## config.mk

```make
export PLATFORM = sky130hd
export DESIGN_NAME = spi_slave
export DESIGN_NICKNAME = d
export VERILOG_FILES = /design/src/rtl/spi_slave.sv
export SDC_FILE = /design/constraint.sdc
export NUM_CORES = 1
export LEC_CHECK = 0
export ABC_AREA = 1
export CAP_MARGIN = 0
export CORE_ASPECT_RATIO = 1.5
export CORE_MARGIN = 1.5
export CORE_UTILIZATION = 35
export DETAILED_ROUTE_END_ITERATION = 8
export GPL_TIMING_DRIVEN = 1
export SLEW_MARGIN = 0
export SYNTH_ARGS = -nofsm -noshare
export SYNTH_HDL_FRONTEND = slang
export SYNTH_SLANG_ARGS = --single-unit
```

## constraint.sdc

```tcl
create_clock -name CLK1 -period 1.9 [get_ports CLK1]
set_clock_uncertainty 0.2 [all_clocks]
set_input_delay 0.38 -clock CLK1 [delete_from_list [all_inputs] [get_ports CLK1]]
set_output_delay 0.38 -clock CLK1 [all_outputs]
set_load 0.02 [all_outputs]
```

## src/rtl/spi_slave.sv

```systemverilog
`default_nettype none
// ============================================================================
// Module   : spi_slave
// Purpose  : SPI mode-0 target (CPOL=0, CPHA=0), MSB first, 8-bit frames.
//            SPI pins are oversampled in the CLK1 domain through 2-flop
//            synchronizers; SCK/SS edges come from comparing stage 2 with a
//            third registered copy. CLK1 must run at least 8x SPI_SCK.
// Ports    : CLK1, RESET_N         - system clock, async active-low reset
//            SPI_SCK/SS/SDI        - asynchronous pins from the master
//            SPI_SDO, sdo_oe       - MISO data and its pad output enable
//            tx_data, tx_load      - byte to send next and its load strobe
//            tx_pending            - transmit buffer holds an unsent byte
//            rx_data, rx_valid     - last received byte and its 1-cycle pulse
//            active                - a frame is being serviced (SS low)
// Revision : 1.0 - initial release
// ============================================================================
module spi_slave #(
  parameter logic [7:0] IDLE_BYTE = 8'hFF
) (
  input  logic       CLK1,
  input  logic       RESET_N,
  input  logic       SPI_SCK,
  input  logic       SPI_SS,
  input  logic       SPI_SDI,
  output logic       SPI_SDO,
  output logic       sdo_oe,
  input  logic [7:0] tx_data,
  input  logic       tx_load,
  output logic       tx_pending,
  output logic [7:0] rx_data,
  output logic       rx_valid,
  output logic       active
);

  typedef enum logic [0:0] {
    ST_IDLE  = 1'b0,
    ST_SHIFT = 1'b1
  } state_t;

  state_t      r_state;
  state_t      w_state_next;

  // Synchronizers (stage 3 exists only for edge detection)
  logic        r_sck_s1, r_sck_s2, r_sck_s3;
  logic        r_ss_s1,  r_ss_s2,  r_ss_s3;
  logic        r_sdi_s1, r_sdi_s2;

  // r_warm fills with ones after reset; once r_warm[1] is set, stage 2 holds
  // a genuine pin sample rather than its reset value.
  logic [1:0]  r_warm;
  // Set once SS has really been seen high after reset. Without it, a frame
  // already in progress at reset release would look like a falling SS edge.
  logic        r_armed;

  logic [2:0]  r_bit_cnt;
  logic [7:0]  r_rx_shift;
  logic [7:0]  r_rx_data;
  logic        r_rx_valid;
  logic [7:0]  r_tx_buf;
  logic        r_tx_pending;
  logic [7:0]  r_tx_shift;
  logic        r_sdo_oe;

  logic        w_sck_rise, w_sck_fall, w_ss_fall, w_ss_rise;
  logic        w_start, w_stop, w_rise, w_fall, w_fall_reload, w_consume;
  logic [7:0]  w_tx_next;

  assign w_sck_rise    =  r_sck_s2 & ~r_sck_s3;
  assign w_sck_fall    = ~r_sck_s2 &  r_sck_s3;
  assign w_ss_fall     = ~r_ss_s2  &  r_ss_s3 & r_armed;
  assign w_ss_rise     =  r_ss_s2  & ~r_ss_s3;

  assign w_start       = (r_state == ST_IDLE)  & w_ss_fall;
  assign w_stop        = (r_state == ST_SHIFT) & w_ss_rise;
  assign w_rise        = (r_state == ST_SHIFT) & w_sck_rise & ~w_stop;
  assign w_fall        = (r_state == ST_SHIFT) & w_sck_fall & ~w_stop;
  assign w_fall_reload = w_fall & (r_bit_cnt == 3'd0);
  assign w_consume     = r_tx_pending & (w_start | w_fall_reload);
  assign w_tx_next     = r_tx_pending ? r_tx_buf : IDLE_BYTE;

  // State register
  always_ff @(posedge CLK1 or negedge RESET_N) begin
    if (!RESET_N) begin
      r_state <= ST_IDLE;
    end else begin
      r_state <= w_state_next;
    end
  end

  // Next-state logic
  always_comb begin
    w_state_next = r_state;
    case (r_state)
      ST_IDLE:  if (w_ss_fall) w_state_next = ST_SHIFT;
      ST_SHIFT: if (w_ss_rise) w_state_next = ST_IDLE;
      default:  w_state_next = ST_IDLE;
    endcase
  end

  // Synchronizers and datapath
  always_ff @(posedge CLK1 or negedge RESET_N) begin
    if (!RESET_N) begin
      r_sck_s1     <= 1'b0;
      r_sck_s2     <= 1'b0;
      r_sck_s3     <= 1'b0;
      r_ss_s1      <= 1'b1;
      r_ss_s2      <= 1'b1;
      r_ss_s3      <= 1'b1;
      r_sdi_s1     <= 1'b0;
      r_sdi_s2     <= 1'b0;
      r_warm       <= 2'b00;
      r_armed      <= 1'b0;
      r_bit_cnt    <= 3'd0;
      r_rx_shift   <= 8'h00;
      r_rx_data    <= 8'h00;
      r_rx_valid   <= 1'b0;
      r_tx_buf     <= 8'h00;
      r_tx_pending <= 1'b0;
      r_tx_shift   <= IDLE_BYTE;
      r_sdo_oe     <= 1'b0;
    end else begin
      r_sck_s1 <= SPI_SCK;
      r_sck_s2 <= r_sck_s1;
      r_sck_s3 <= r_sck_s2;
      r_ss_s1  <= SPI_SS;
      r_ss_s2  <= r_ss_s1;
      r_ss_s3  <= r_ss_s2;
      r_sdi_s1 <= SPI_SDI;
      r_sdi_s2 <= r_sdi_s1;

      r_warm <= {r_warm[0], 1'b1};
      if (r_warm[1] && r_ss_s2) begin
        r_armed <= 1'b1;
      end

      r_rx_valid <= 1'b0;

      // A load coinciding with consumption keeps pending high: the old byte
      // is taken via w_tx_next while the new one lands in the buffer.
      if (tx_load) begin
        r_tx_buf     <= tx_data;
        r_tx_pending <= 1'b1;
      end else if (w_consume) begin
        r_tx_pending <= 1'b0;
      end

      if (w_start) begin
        r_bit_cnt  <= 3'd0;
        r_rx_shift <= 8'h00;
        r_tx_shift <= w_tx_next;
        r_sdo_oe   <= 1'b1;
      end else if (w_stop) begin
        // Any partial byte is simply dropped; rx_data keeps its old value.
        r_bit_cnt <= 3'd0;
        r_sdo_oe  <= 1'b0;
      end else begin
        if (w_rise) begin
          r_rx_shift <= {r_rx_shift[6:0], r_sdi_s2};
          r_bit_cnt  <= r_bit_cnt + 3'd1;
          if (r_bit_cnt == 3'd7) begin
            r_rx_data  <= {r_rx_shift[6:0], r_sdi_s2};
            r_rx_valid <= 1'b1;
          end
        end
        // Falling edge at the byte boundary presents the next byte's MSB.
        if (w_fall) begin
          if (w_fall_reload) begin
            r_tx_shift <= w_tx_next;
          end else begin
            r_tx_shift <= {r_tx_shift[6:0], 1'b0};
          end
        end
      end
    end
  end

  assign SPI_SDO    = r_sdo_oe & r_tx_shift[7];
  assign sdo_oe     = r_sdo_oe;
  assign tx_pending = r_tx_pending;
  assign rx_data    = r_rx_data;
  assign rx_valid   = r_rx_valid;
  // Tracks the serviced frame, so a frame joined mid-way at reset release
  // does not report active.
  assign active     = (r_state == ST_SHIFT);

endmodule
`default_nettype wire
```

# Word level (Yosys, flattened, before mapping)
# Index checks and enable logic that the tools add are counted.
[totals]
out_inout_bits = 13
input_bits = 14
reg_bits = 49
elab_cells = 76
[op_classes]
n_bitwise = 22
n_addsub = 1
n_eq_ne = 2
n_mux = 22
n_reduce_logical = 10
[ops]
columns = ["op", "count"]
rows = [
  ["two-way mux 8 bit", 5],
  ["two-way mux 7 bit", 3],
  ["bitwise AND 1 bit", 14],
  ["two-way mux 1 bit", 10],
  ["two-way mux 3 bit", 3],
  ["nonzero test 2 bit", 4],
  ["inverter 1 bit", 7],
  ["AND reduction 2 bit", 2],
  ["AND reduction 4 bit", 1],
  ["adder 3 x 1 -> 3 bit (second input constant)", 1],
  ["equality test 3 bit (second input constant)", 1],
  ["zero test 3 bit", 1],
  ["nonzero test 3 bit", 1],
  ["!= test 2 bit (second input constant)", 1],
  ["case mux 1 bit (2 select lines)", 1],
  ["logical AND 1 bit", 1],
  ["OR 1 bit", 1],
]

# Longest topological paths before layout
# Gate-level depths: netlist (run 1).
[logic_depth]
ltp_word = 10
ltp_mapped = 8
ltp_nobuf = 7

# Least setup slack after synthesis (run 1)
# OpenSTA, ideal clock, no wires.
[synth_path]
path_kind = "flip-flop to flip-flop"
startpoint = "reg r_ss_s3"
endpoint = "reg r_rx_data[0] (netlist: rx_data[0])"
t_required_ns = 1.583
path_buffers = 1
path_stages_with_launch = 9
t_arrival_ns = 1.148
setup_ns = 0.117
path_slack_ns = 0.435
period_less_slack_ns = 1.465
cell_sequence = "dfstp_2 > inv_1 > nand3_1 > clkinv_1 > nor2_2 > buf_6 > nand2_4 > nand2_1 > nand2_1"
[synth_via]
elab_chain_len = 6
word_cells_on_any_way = 10
classes_between = "bitwise: 9; reduce/logical: 1"
[synth_rtl]
columns = ["element", "line", "rtl"]
rows = [
  ["start: declaration", "45", "logic r_ss_s1, r_ss_s2, r_ss_s3;"],
  ["start signal: assignment", "127", "r_ss_s3 <= r_ss_s2;"],
  ["inverter 1 bit", "71", "assign w_ss_rise = r_ss_s2 & ~r_ss_s3;"],
  ["bitwise AND 1 bit", "71", ""],
  ["bitwise AND 1 bit", "74", "assign w_stop = (r_state == ST_SHIFT) & w_ss_rise;"],
  ["inverter 1 bit (no source line)", "--", ""],
  ["bitwise AND 1 bit", "75", "assign w_rise = (r_state == ST_SHIFT) & w_sck_rise & ~w_stop;"],
  ["AND reduction 4 bit (no source line) *", "--", ""],
  ["end signal: assignment", "161", "r_rx_data <= {r_rx_shift[6:0], r_sdi_s2};"],
  ["end: declaration", "57", "logic [7:0] r_rx_data;"],
]
# Mark *: on every way between the ends. The rest lies on a longest branch, timed or not.
# A chain may end at the register's enable or synchronous reset.

# Worst setup path after layout (run 1)
[layout_path]
startpoint = "reg r_rx_data[4] (netlist: rx_data[4])"
endpoint = "out rx_data[4]"
[layout_rtl]
columns = ["element", "line", "rtl"]
rows = [
  ["end: declaration", "30", "output logic [7:0] rx_data,"],
]
# No word-level cell between the ends.

==> results.py, run 1 <==
metrics = {
    "global_routing": {
        "grt_pass1_wl_um": 6490,
        "gr-total-overflow": 0,
        "track_usage": 0.132,
        "grt_pass1_vias": 1535,
        "antenna_found_initial": 0,
        "grt_max_degree": 50,
    },
    "synth": {
        "yosys-top-cells-area": "dfrtp_1 (47%), nand2_1 (15%), dfstp_2 (14%)",
        "ys_types": 21,
        "synth_area_mm2": 0.00203,
        "synth_top_area_share": 0.469,
        "yosys.area.top_type": "dfrtp_1",
        "yosysWarnings": 0,
        "syn_nets": 242,
        "yosysSeqAreaShare": 0.612,
        "ys_ff_latch": 49,
        "syn_avg_cell_area_um2": 9.01,
        "synth_cells": 225,
    },
    "cells_and_area": {
        "fill_cells": 569,
        "regArea_mm2": 0.00124,
        "final_cell_mix": "nand2_1 (81), nand3_1 (43), dfrtp_1 (38)",
        "final_util": 0.453,
        "antennaDiodeCount": 0,
        "area_growth_pct": 23.6,
        "layout-drive-gt1-share": 0.115,
        "multi_input_area_um2": 661,
        "stdcell_count": 331,
        "fin_nets": 277,
        "final_common_cell": "nand2_1",
    },
    "detailed_routing": {
        "drc": 0,
        "first_iter_violations": 92,
        "postRouteAntennaNets": 0,
        "dr.pass1.iters": 4,
        "vias_per_cell": 4.56,
        "wl_per_cell_um": 10.1,
        "vias": 1509,
        "routed_wl_um": 3330,
    },
    "worst_setup_path": {
        "cp_data_required_time_ns": 1.32,
        "crit_slowest_cell": "clkdlybuf4s50_1",
        "start_kind": "flip-flop",
        "crit_path_cell_trace": "clkdlybuf4s50_1",
        "reg2regPathDepth": 8,
        "cp_max_fo": 2,
        "critPathTopFamily": "buffers and inverters",
        "end_kind": "output pin",
        "path_buf_inv": 1,
        "slowest_delay_ns": 0.60,
        "crit_type": "flip-flop to output pin",
        "crit_cells": 1,
        "arrival_ns": 1.26,
    },
    "power": {
        "power.leakage_uw": 0.00131,
        "peakVddDrop_mv": 0.414,
        "p_per_area_mw_per_mm2": 982,
        "finalPower_uw": 2460,
    },
    "sta": {
        "max_clock_freq_mhz": 544,
        "maxSlewViolCount": 0,
        "setup_viol": 0,
        "hold_viol_final": 0,
        "period_minus_slack_ns": 1.84,
        "rsz0062_at_grt": "no",
        "period_share": 0.967,
        "fin_setup_tns_ns": 0,
    },
    "floorplan": {
        "die_x_um": 65.1,
        "num_rows": 33,
        "initial_core_util": 0.366,
        "core-area_mm2": 0.00553,
        "dieHeight_um": 96.2,
        "die-area_mm2": 0.00627,
        "io_pins": 27,
    },
    "clock_tree": {
        "cts_buffers": 5,
        "cts_setup_buffers": 0,
        "h-tree-depth": 2,
        "clk-insertion-delay-late_ns": 0.29,
        "cts_tree": "yes",
        "clkTransAtPathRegs_ns": 0.08,
        "clockRootBuffer": "clkbuf_8",
        "clk_path_buf_depth": 2,
        "clock-sinks": 49,
    },
    "placed_design": {
        "dp.cells": 322,
        "hpwl_um": 2350,
        "port_buffers": 26,
        "globalplace.congestion": 0.756,
    },
    "status": {
        "status": "finished, final reports clean",
    },
    "hold_path": {
        "whs_path_depth": 0,
        "holdCritPathClass": "flip-flop to flip-flop",
    },
    "run": {
        "drv_cap": 0,
    },
}
==> Yosys cell counts, drive strengths merged <==
cell	instances
nand2	83
nand3	44
dfrtp	38
inv	22
dfstp	11
nor2	10
buf	5
o21ai	4
ha	3
a21o	1
a21oi	1
clkbuf	1
clkinv	1
conb	1
==> what timing repair did <==
item | 4_1_cts | 5_1_grt
endpoints found under the setup margin | 3 | 1
cloned | 0 | 0
pin swaps | 0 | 0
hold buffers | 1 | 0
resized for setup | 3 | 1
endpoints found under the hold margin | 38 | 0
==> path summary, 6_finish.rpt <==
| path | startpoint | endpoint | slack, ns |
|---|---|---|---|
| hold / removal | r_sck_s1 | r_sck_s2 | 0.15 |
| max in group asynchronous | RESET_N | r_tx_shift[4] | 0.83 |
| setup / recovery | rx_data[4] | rx_data[4] | 0.06 |
| hold reg to reg | r_sck_s1 | r_sck_s2 | 0.15 |
| setup reg to reg | r_ss_s3 | rx_data[6] | 0.28 |
| min in group asynchronous | RESET_N | r_rx_shift[0] | 0.39 |
==> routing by layer <==
metal	up-vias	wire [µm]	global-route usage
li1	767	-	-
met3	8	111	0.0316
met5	-	0	0
met1	701	1440	0.148
met2	33	1710	0.238
met4	0	80	0.0573
==> metrics by stage <==
stage | setup slack [ns] | hold slack, ns | instance area [µm²]
final | 0.0629 | 0.152 | 2510
after CTS | 0.0146 | 0.155 | 2500
after floorplan | 0.435 | -0.116 | 2030
after global routing | 0.0151 | 0.166 | 2510
after global placement | 0.142 | 0.132 | 2410
after detailed placement | 0.137 | 0.136 | 2410
==> area by class of cell <==
class,instances,area share
Sequential cell,49,0.495
Timing Repair Buffer,34,0.136
Clock buffer,8,0.0359
Multi-Input combinational cell,147,0.264
Tap cell,70,0.0349
Inverter,23,0.0344
==> cells by family (layout without fill, tap and decap cells) <==
logic type | Yosys count | after routing | share of synthesized area
AND/OR/NAND/NOR | 137 | 137 | 0.290
flip-flops | 49 | 49 | 0.612
buffers and inverters | 29 | 65 | 0.0623
AO/OA/AOI/OAI | 6 | 6 | 0.0160
adder cells (fa/ha/maj) | 3 | 3 | 0.0185
other | 1 | 1 | 0.00185
==> power breakdown <==
part	leakage [µW]	internal (µW)	switching [µW]
clock	0.0000455	297	312
sequential	0.000599	1250	87.7
combinational	0.000668	215	298
==> sequential cells by signal, summed over array words and instances, names as in the netlist <==
signal / count
r_sck_s3: 1
r_ss_s3: 1
rx_data: 8
tx_pending: 1
sdo_oe: 1
r_ss_s2: 1
active: 1
r_armed: 1
r_sck_s1: 1
r_tx_shift: 8
r_sck_s2: 1
r_sdi_s2: 1
r_sdi_s1: 1
r_bit_cnt: 3
r_rx_shift: 7
r_tx_buf: 8
r_warm: 2
r_ss_s1: 1
rx_valid: 1
Note: power is estimated with default switching activity, not from simulation.
==> run 2: changes to the inputs <==
- SLEW_MARGIN: 0 -> 30
==> results of run 2 <==
No change in the layout: final DEF, timing and power equal those of run 1.
